`config.mk`:
```
export PLATFORM = sky130hd
export DESIGN_NAME = muldiv_ctrl
export DESIGN_NICKNAME = d
export VERILOG_FILES = /design/src/rtl/muldiv_ctrl.sv
export SDC_FILE = /design/constraint.sdc
export NUM_CORES = 1
export LEC_CHECK = 0
export ABC_AREA = 1
export BUFFER_PORTS_ARGS = -buffer_cell sky130_fd_sc_hd__buf_2
export CORE_MARGIN = 5
export CORE_UTILIZATION = 45
export DETAILED_ROUTE_END_ITERATION = 10
export SYNTH_ARGS = -nofsm -noshare
export SYNTH_HDL_FRONTEND = slang
export SYNTH_SLANG_ARGS = --single-unit
export TNS_END_PERCENT = 10
```
`constraint.sdc`:
```
create_clock -name clk -period 5.62 [get_ports clk]
set_clock_uncertainty 0.2 [all_clocks]
set_input_delay 0.281 -clock clk [delete_from_list [all_inputs] [get_ports clk]]
set_output_delay 0.281 -clock clk [all_outputs]
set_load 0.02 [all_outputs]
```
`src/rtl/muldiv_ctrl.sv`:
```
// Multi-cycle HI/LO multiply/divide sequencer: 1-bit/cycle shift-add multiplier
// and restoring divider, with pipeline stall, flush annulment and sign fixup.
module muldiv_ctrl #(
  parameter int unsigned DATA_W = 32
) (
  input  logic              clk,
  input  logic              rst,
  input  logic              start,
  input  logic [1:0]        op,
  input  logic [DATA_W-1:0] src1,
  input  logic [DATA_W-1:0] src2,
  input  logic              annul,
  output logic              busy,
  output logic              stall_req,
  output logic              done,
  output logic              whilo_out,
  output logic [DATA_W-1:0] hi_out,
  output logic [DATA_W-1:0] lo_out,
  output logic              div_by_zero
);

  localparam int unsigned CW = $clog2(DATA_W) + 1;

  typedef enum logic [1:0] {S_IDLE, S_MUL, S_DIV, S_DONE} state_t;

  state_t              state_q;
  // MUL: {partial product, remaining multiplier}; DIV: {remainder, quotient}
  logic [2*DATA_W-1:0] acc_q;
  logic [DATA_W-1:0]   opnd_q;
  logic [CW-1:0]       cnt_q;
  logic                neg_res_q, neg_rem_q, dbz_q;
  logic [DATA_W-1:0]   hi_q, lo_q;

  logic                sgn;
  logic [DATA_W-1:0]   mag1, mag2;
  logic [DATA_W:0]     mul_sum;
  logic [2*DATA_W-1:0] mul_nx;
  logic [DATA_W:0]     div_sh;
  logic [DATA_W+1:0]   div_diff;
  logic [2*DATA_W-1:0] div_nx;
  logic [2*DATA_W-1:0] prod_fix;
  logic [DATA_W-1:0]   quot_fix, rem_fix;

  always_comb begin
    sgn      = ~op[0];
    mag1     = (sgn && src1[DATA_W-1]) ? -src1 : src1;
    mag2     = (sgn && src2[DATA_W-1]) ? -src2 : src2;
    mul_sum  = {1'b0, acc_q[2*DATA_W-1:DATA_W]} + (acc_q[0] ? {1'b0, opnd_q} : '0);
    mul_nx   = {mul_sum, acc_q[DATA_W-1:1]};
    // Shifted remainder keeps its carry bit so a full-width divisor still compares correctly
    div_sh   = acc_q[2*DATA_W-1:DATA_W-1];
    div_diff = {1'b0, div_sh} - {2'b00, opnd_q};
    div_nx   = div_diff[DATA_W+1] ? {div_sh[DATA_W-1:0], acc_q[DATA_W-2:0], 1'b0}
                                  : {div_diff[DATA_W-1:0], acc_q[DATA_W-2:0], 1'b1};
    prod_fix = neg_res_q ? -mul_nx : mul_nx;
    quot_fix = neg_res_q ? -div_nx[DATA_W-1:0] : div_nx[DATA_W-1:0];
    rem_fix  = neg_rem_q ? -div_nx[2*DATA_W-1:DATA_W] : div_nx[2*DATA_W-1:DATA_W];
  end

  always_ff @(posedge clk) begin
    if (rst) begin
      state_q   <= S_IDLE;
      acc_q     <= '0;
      opnd_q    <= '0;
      cnt_q     <= '0;
      neg_res_q <= 1'b0;
      neg_rem_q <= 1'b0;
      dbz_q     <= 1'b0;
      hi_q      <= '0;
      lo_q      <= '0;
    end else begin
      case (state_q)
        S_IDLE: begin
          if (start && !annul) begin
            if (op[1] && (src2 == '0)) begin
              hi_q    <= src1;
              lo_q    <= '1;
              dbz_q   <= 1'b1;
              state_q <= S_DONE;
            end else begin
              acc_q     <= {{DATA_W{1'b0}}, (op[1] ? mag1 : mag2)};
              opnd_q    <= op[1] ? mag2 : mag1;
              neg_res_q <= sgn && (src1[DATA_W-1] ^ src2[DATA_W-1]);
              neg_rem_q <= sgn && src1[DATA_W-1];
              cnt_q     <= CW'(DATA_W);
              state_q   <= op[1] ? S_DIV : S_MUL;
            end
          end
        end
        S_MUL: begin
          if (annul) begin
            state_q <= S_IDLE;
          end else begin
            acc_q <= mul_nx;
            cnt_q <= cnt_q - CW'(1);
            if (cnt_q == CW'(1)) begin
              hi_q    <= prod_fix[2*DATA_W-1:DATA_W];
              lo_q    <= prod_fix[DATA_W-1:0];
              state_q <= S_DONE;
            end
          end
        end
        S_DIV: begin
          if (annul) begin
            state_q <= S_IDLE;
          end else begin
            acc_q <= div_nx;
            cnt_q <= cnt_q - CW'(1);
            if (cnt_q == CW'(1)) begin
              hi_q    <= rem_fix;
              lo_q    <= quot_fix;
              state_q <= S_DONE;
            end
          end
        end
        S_DONE: begin
          dbz_q   <= 1'b0;
          state_q <= S_IDLE;
        end
        default: state_q <= S_IDLE;
      endcase
    end
  end

  assign busy        = (state_q != S_IDLE);
  assign stall_req   = ((state_q == S_IDLE) && start && !annul) ||
                       (state_q == S_MUL) || (state_q == S_DIV);
  assign done        = (state_q == S_DONE);
  assign whilo_out   = done;
  assign hi_out      = hi_q;
  assign lo_out      = lo_q;
  assign div_by_zero = dbz_q;

endmodule

```
==> results of run 1 <==
==> synth_stat cells, types with 43 or more instances <==
library cell	n
a21oi_1	266
a31oi_1	43
clkbuf_1	114
dfxtp_1	171
ha_1	75
inv_1	477
nand2_1	1021
nand3_1	222
nand4_1	51
nor2_1	363
nor3_1	44
o21ai_0	218
xor2_1	68
==> metrics by stage <==
stage	util [%]	total power [mW]	setup slack (ns)
5_1_grt	49.60	10.45	0.9387
3_3_place_gp	47.88	8.312	1.394
2_1_floorplan	-	6.189	2.201
3_5_place_dp	47.88	8.350	1.344
6_report	49.60	9.851	1.184
4_1_cts	49.60	9.685	1.304
==> worst min-delay path, delay by kind of cell <==
family,cells,cell delay (ns)
XOR/XNOR,1,0.09
AO/OA/AOI/OAI,1,0.11
buffers and inverters,1,0.13
AND/OR/NAND/NOR,2,0.12
==> sequential cells by signal, indices dropped and copies added (netlist names) <==
| register | cells |
|---|---|
| lo_out | 32 |
| acc_q | 64 |
| neg_res_q | 1 |
| neg_rem_q | 1 |
| hi_out | 32 |
| cnt_q | 6 |
| opnd_q | 32 |
| div_by_zero | 1 |
| state_q | 2 |
==> logic make-up after synthesis <==
family	count (synthesis)	synth area share, %
buffers and inverters	646	13.06
xor gates and xnor gates	82	3.777
AOI/OAI and AO/OA	682	20.31
DFF	171	17.82
adders and majority gates	77	5.092
and+or+nand+nor	1813	39.95
==> final cells by class <==
| class | count | area share (%) |
|---|---|---|
| tap | 539 | 3.227 |
| timing repair buffer | 176 | 4.813 |
| inverter | 494 | 8.884 |
| multi-input combinational | 2654 | 63.74 |
| clock inverter | 15 | 0.9040 |
| clock buffer | 17 | 2.035 |
| antenna | 1 | 0.01197 |
| sequential | 171 | 16.39 |
==> worst paths after layout <==
kind	slack (ns)	startpoint	endpoint
setup / recovery	1.18	opnd_q[4]$_SDFFE_PP0P_	lo_out[26]$_SDFFE_PP0P_
hold / removal	0.04	src2[14]	opnd_q[14]$_SDFFE_PP0P_
setup reg to reg	1.18	opnd_q[4]$_SDFFE_PP0P_	lo_out[26]$_SDFFE_PP0P_
hold reg to reg	0.26	hi_out[15]$_SDFFE_PP0P_	hi_out[15]$_SDFFE_PP0P_
==> layer usage <==
metal	part of all wire [%]	wire (um)	track usage (%)	up-vias
li1	-	-	-	11380
met1	39	35150	44.90	11043
met2	45	40520	60.61	1268
met5	0	0	0	-
met3	8.1	7345	6.419	321
met4	8.6	7807	26.58	0
==> where the power goes <==
group	total, mW	internal (mW)	switching (mW)
registers	1.94	1.55	0.385
clock network	1.32	0.672	0.645
logic	6.60	1.80	4.80
==> results.ini, run 1 <==
[synth]
ys_seq_area_share_pct=17.82
synth_edf_count=0
async_flop_share_pct=0
avgSynthCellArea_um2=5.535
synth_top_area_share_pct=19.95
synth.area.top_cells=nand2_1 (20%), dfxtp_1 (18%), inv_1 (9.3%)
yosys_warnings=0
synth_area_mm2=0.01921
ys_ff_latch=171
syn_nets=3618
yosysTopAreaCell=nand2_1
synth_flop_cell=dfxtp_1
synthDistinctLibCells=64
syn_inst=3471

[drt]
postRouteAntennaNets=0
vias=24012
first_iter_violations=2800
firstDrtPassIters=7
drc=0
totalWireLength_um=90820
wl_per_cell_um=22.33
via_per_inst=5.904

[power]
total_leakage_power_nw=10.45
p_per_area_mw_per_mm2=471.4
peakVddDrop_mv=0.4470

[timing]
tightest_slew_ns=1.172
finalSetupTns_ns=0
hold_viol=0
fin_hold_ws_ns=0.03848
setup_viol=0
drv_slew=0
finalCritPeriodShare_pct=78.93
period_needed_ns=4.436
slew_headroom_pct=21.81
fmax_ghz=0.2254
rsz0062_at_grt=no

[finish]
num-nets-final=3661
multi_input_area_mm2=0.01332
fin_area_mm2=0.02090
regArea_mm2=0.003425
instances_no_fill=4067
num-fill-cells=4628
final_common_cell=nand2_1
area_growth_pct=8.778
mostFrequentLayoutCells=nand2_1 (1021), inv_1 (475), nor2_1 (361), a21oi_1 (266), nand3_1 (221)
final_layout_size_suffix_gt1_share_pct=8.676

[status]
status=finished, final reports clean

[placement]
place_area_mm2=0.02017
dp_cells=4023
place.gp.congestion=1.033
io_buffers=138
dp_hpwl_um=72370

[clocking]
clock_sinks=171
cts_setup_buffers=0
clk_pin_slew_ns=0.08
ctsResizeCount=0
cts_buffer_depth=2
clkLatencyLatePin_ns=0.52
root_buffer=clkbuf_16
holdBufCountCts=11
tritoncts=done
cts_buffers=17
htree_levels=4

[floorplan]
ios=139
initial_core_util_pct=45.60
coreArea_mm2=0.04213
die_h_um=216.6
dieArea_mm2=0.04693
rows=75
die_w_um=216.6

[grt]
grt.total_usage_pct=37.40
grt_pass1_wl_um=134000
antenna_found_initial=4
overflow=0
grt_pass1_vias=22294
grt_start_max_net_pins=73

[critical_path]
path_max_fanout=45
startpoint_type=flip-flop
path_common_cell=nand2_1
cp.required_ns=5.82
crit_path_cell_trace=inv_1, ha_1, nand2_1, nand2_1, inv_1, nand2_1, nand2_1, nand3_2, nand2_2, nand2_2, nand2_4, nand2_8, inv_4, ha_1, nor2_1, buf_4, inv_1, o21ai_0, nand3_1, o21ai_0, nor4_1, nor2_1
worstSetupEndpointType=flip-flop
crit_buf_inv=5
critPathTopFamily=simple AND/OR/NAND/NOR gates
slowest_delay_ns=0.45
critical_path.slowest_cell=dfxtp_1
arrival_ns=4.63
ff2ff_path_depth=22
crit_type=flip-flop to flip-flop
critical_path_depth=22

[run]
cap_violations=0

[worst_hold_path]
min_path_cells=5
hp-class=input pin to flip-flop

Note: power is estimated with default switching activity, not from simulation.
==> run 2: changes to the inputs <==
==> constraint.sdc (replaced) <==
create_clock -name clk -period 4.5 [get_ports clk]
set_clock_uncertainty 0.2 [all_clocks]
set_input_delay 0.225 -clock clk [delete_from_list [all_inputs] [get_ports clk]]
set_output_delay 0.225 -clock clk [all_outputs]
set_load 0.02 [all_outputs]
==> run 2 against run 1 <==
Net effect:
- combinational power is 28% higher
- critical path depth is 5 lower
- power is 25% higher
- final area is 1.0% higher
- routed wire length is 1.6% higher
- clock power is 17% higher
- first-iteration DRC count is 3.1% lower
- count of clock-buffer cells in the layout stayed put
- largest cell class unchanged
- largest power group unchanged
- highest routed layer is now met5
==> results.ini, run 2 (same netlist as run 1, synthesis figures left out) <==
[floorplan]
initial_core_util_pct=45.60  ; unchanged
die_h_um=216.6  ; unchanged
dieArea_mm2=0.04693  ; unchanged
die_w_um=216.6  ; unchanged
ios=139  ; unchanged
coreArea_mm2=0.04213  ; unchanged
rows=75  ; unchanged

[drt]
totalWireLength_um=92230  ; was 90820 um
drc=0  ; unchanged
postRouteAntennaNets=0  ; unchanged
first_iter_violations=2713  ; was 2800
via_per_inst=5.891  ; was 5.904
firstDrtPassIters=8  ; was 7
wl_per_cell_um=22.55  ; was 22.33 um
vias=24099  ; was 24.01k

[clocking]
cts_buffers=17  ; unchanged
ctsResizeCount=0  ; unchanged
clkLatencyLatePin_ns=0.52  ; about the same
root_buffer=clkbuf_16  ; unchanged
tritoncts=done  ; unchanged
htree_levels=4  ; unchanged
clk_pin_slew_ns=0.08  ; about the same
cts_buffer_depth=2  ; unchanged
clock_sinks=171  ; unchanged

[timing]
drv_slew=0  ; unchanged
finalSetupTns_ns=0  ; unchanged
slew_headroom_pct=9.912  ; was 21.81%
fin_hold_ws_ns=0.02384  ; was 0.03848 ns
tightest_slew_ns=1.350  ; was 1.172 ns
finalCritPeriodShare_pct=97.25  ; was 78.93%
setup_viol=0  ; unchanged
fmax_ghz=0.2285  ; was 0.2254 GHz
period_needed_ns=4.376  ; was 4.436 ns
rsz0062_at_grt=no  ; unchanged
hold_viol=0  ; unchanged

[critical_path]
crit_path_cell_trace=buf_12, nand2_1, inv_1, ha_1, fa_1, nor4_1, nand4_1, nor2_1, nand3b_1, nand2_1, nand2_1, a21oi_1, o21ai_0, o21ai_0, nand3_1, nand2_1, a21oi_2  ; was inv_1, ha_1, nand2_1, nand2_1, inv_1, nand2_1, nand2_1, nand3_2, nand2_2, nand2_2, nand2_4, nand2_8, inv_4, ha_1, nor2_1, buf_4, inv_1, o21ai_0, nand3_1, o21ai_0, nor4_1, nor2_1
path_common_cell=nand2_1  ; unchanged
crit_buf_inv=2  ; was 5
slowest_delay_ns=0.57  ; was 0.45 ns
cp.required_ns=4.67  ; was 5.82 ns
crit_type=flip-flop to flip-flop  ; unchanged
critical_path.slowest_cell=nor4_1  ; was dfxtp_1
path_max_fanout=29  ; was 45
worstSetupEndpointType=flip-flop  ; unchanged
arrival_ns=4.54  ; was 4.63 ns
startpoint_type=flip-flop  ; unchanged
critPathTopFamily=simple AND/OR/NAND/NOR gates  ; unchanged

[status]
status=finished, final reports clean  ; unchanged

[placement]
io_buffers=138  ; unchanged
dp_hpwl_um=72700  ; was 72370 um
place.gp.congestion=1.044  ; was 1.033

[grt]
overflow=0  ; unchanged
grt_pass1_vias=22697  ; was 22.29k
grt_start_max_net_pins=94  ; was 73
grt.total_usage_pct=37.74  ; was 37.40%
grt_pass1_wl_um=135300  ; was 134000 um
antenna_found_initial=4  ; unchanged

[finish]
mostFrequentLayoutCells=nand2_1 (1021), inv_1 (475), nor2_1 (361), a21oi_1 (266), nand3_1 (221)  ; unchanged
final_layout_size_suffix_gt1_share_pct=9.206  ; was 8.676%
num-fill-cells=4604  ; was 4628
largest_register=acc_q  ; unchanged
area_growth_pct=9.885  ; was 8.778%
final_common_cell=nand2_1  ; unchanged
num-nets-final=3686  ; was 3661
diodes=0  ; was 1
regArea_mm2=0.003425  ; unchanged
multi_input_area_mm2=0.01333  ; was 0.01332 mm2
largest_reg_flops=64  ; unchanged

[power]
total_leakage_power_nw=10.58  ; was 10.45 nW
p_per_area_mw_per_mm2=584.1  ; was 471.4 mW/mm2
peakVddDrop_mv=0.5524  ; was 0.4470 mV

[run]
cap_violations=0  ; unchanged

[worst_hold_path]
hp-class=input pin to flip-flop  ; unchanged

run 2: cell types whose count changed in the layout (fill, tap and decap cells not counted), sizes merged:
cell and change:
dlygate4sd3 +4, clkinv +1, buf +20, nand2 +1, inv +1, bufinv -2, diode -1
run 2: metrics by stage:
step / utilization (%) / instances / total power, mW / setup slack [ns] / cell area (um2)
3_3_place_gp: 48.34 / 4043 / 10.44 / 0.2571 / 20370
4_1_cts: 50.08 / 4090 / 12.06 / 0.2259 / 21100
2_1_floorplan: - / 3471 / 7.729 / 1.081 / 19210
6_report: 50.11 / 4091 / 12.33 / 0.1237 / 21110
3_5_place_dp: 48.34 / 4043 / 10.49 / 0.2531 / 20370
5_1_grt: 50.11 / 4091 / 13.06 / 0.006876 / 21110
run 2: path summary, 6_finish.rpt:
| path | start | end | slack [ns] | cells after the start |
|---|---|---|---|---|
| setup / recovery | acc_q[0]$_SDFFE_PP0P_ | hi_out[22]$_SDFFE_PP0P_ | 0.12 | 17 |
| hold / removal | start | cnt_q[5]$_SDFFE_PP0P_ | 0.02 | 5 |
| setup reg to reg | acc_q[0]$_SDFFE_PP0P_ | hi_out[22]$_SDFFE_PP0P_ | 0.12 | 17 |
| hold reg to reg | hi_out[16]$_SDFFE_PP0P_ | hi_out[16]$_SDFFE_PP0P_ | 0.26 | 2 |
run 2: timing repair:
| action | in CTS | in global routing |
|---|---|---|
| endpoints found under the setup margin | 0 | 1 |
| buffers inserted | 0 | 0 |
| endpoints found under the hold margin | 15 | 0 |
| hold buffers | 15 | 0 |
run 2: where the power goes:
part / internal (mW) / switching, mW
Combinational: 2.32 / 6.11
Clock: 0.736 / 0.805
Sequential: 1.94 / 0.431
run 2: area by class of cell:
type / instances / area share [%]
sequential: 171 / 16.22
clock buffer: 17 / 2.015
multi-input combinational: 2655 / 63.13
clock inverter: 15 / 0.7467
timing repair buffer: 200 / 5.903
tap: 539 / 3.194
inverter: 494 / 8.795
run 2: tightest hold or removal path: stages:
cell     delay (ns)
buf_2          0.10
nand2_1        0.11
inv_1          0.07
nand4_1        0.12
a21oi_1        0.07
run 2: layer usage:
metal | vias up | global-route usage, % | part of all wire [%]
met5 | - | 0 | 0.062
li1 | 11421 | - | -
met2 | 1374 | 59.78 | 44
met3 | 340 | 7.312 | 9.0
met1 | 10956 | 45.28 | 38
met4 | 8 | 28.39 | 8.9
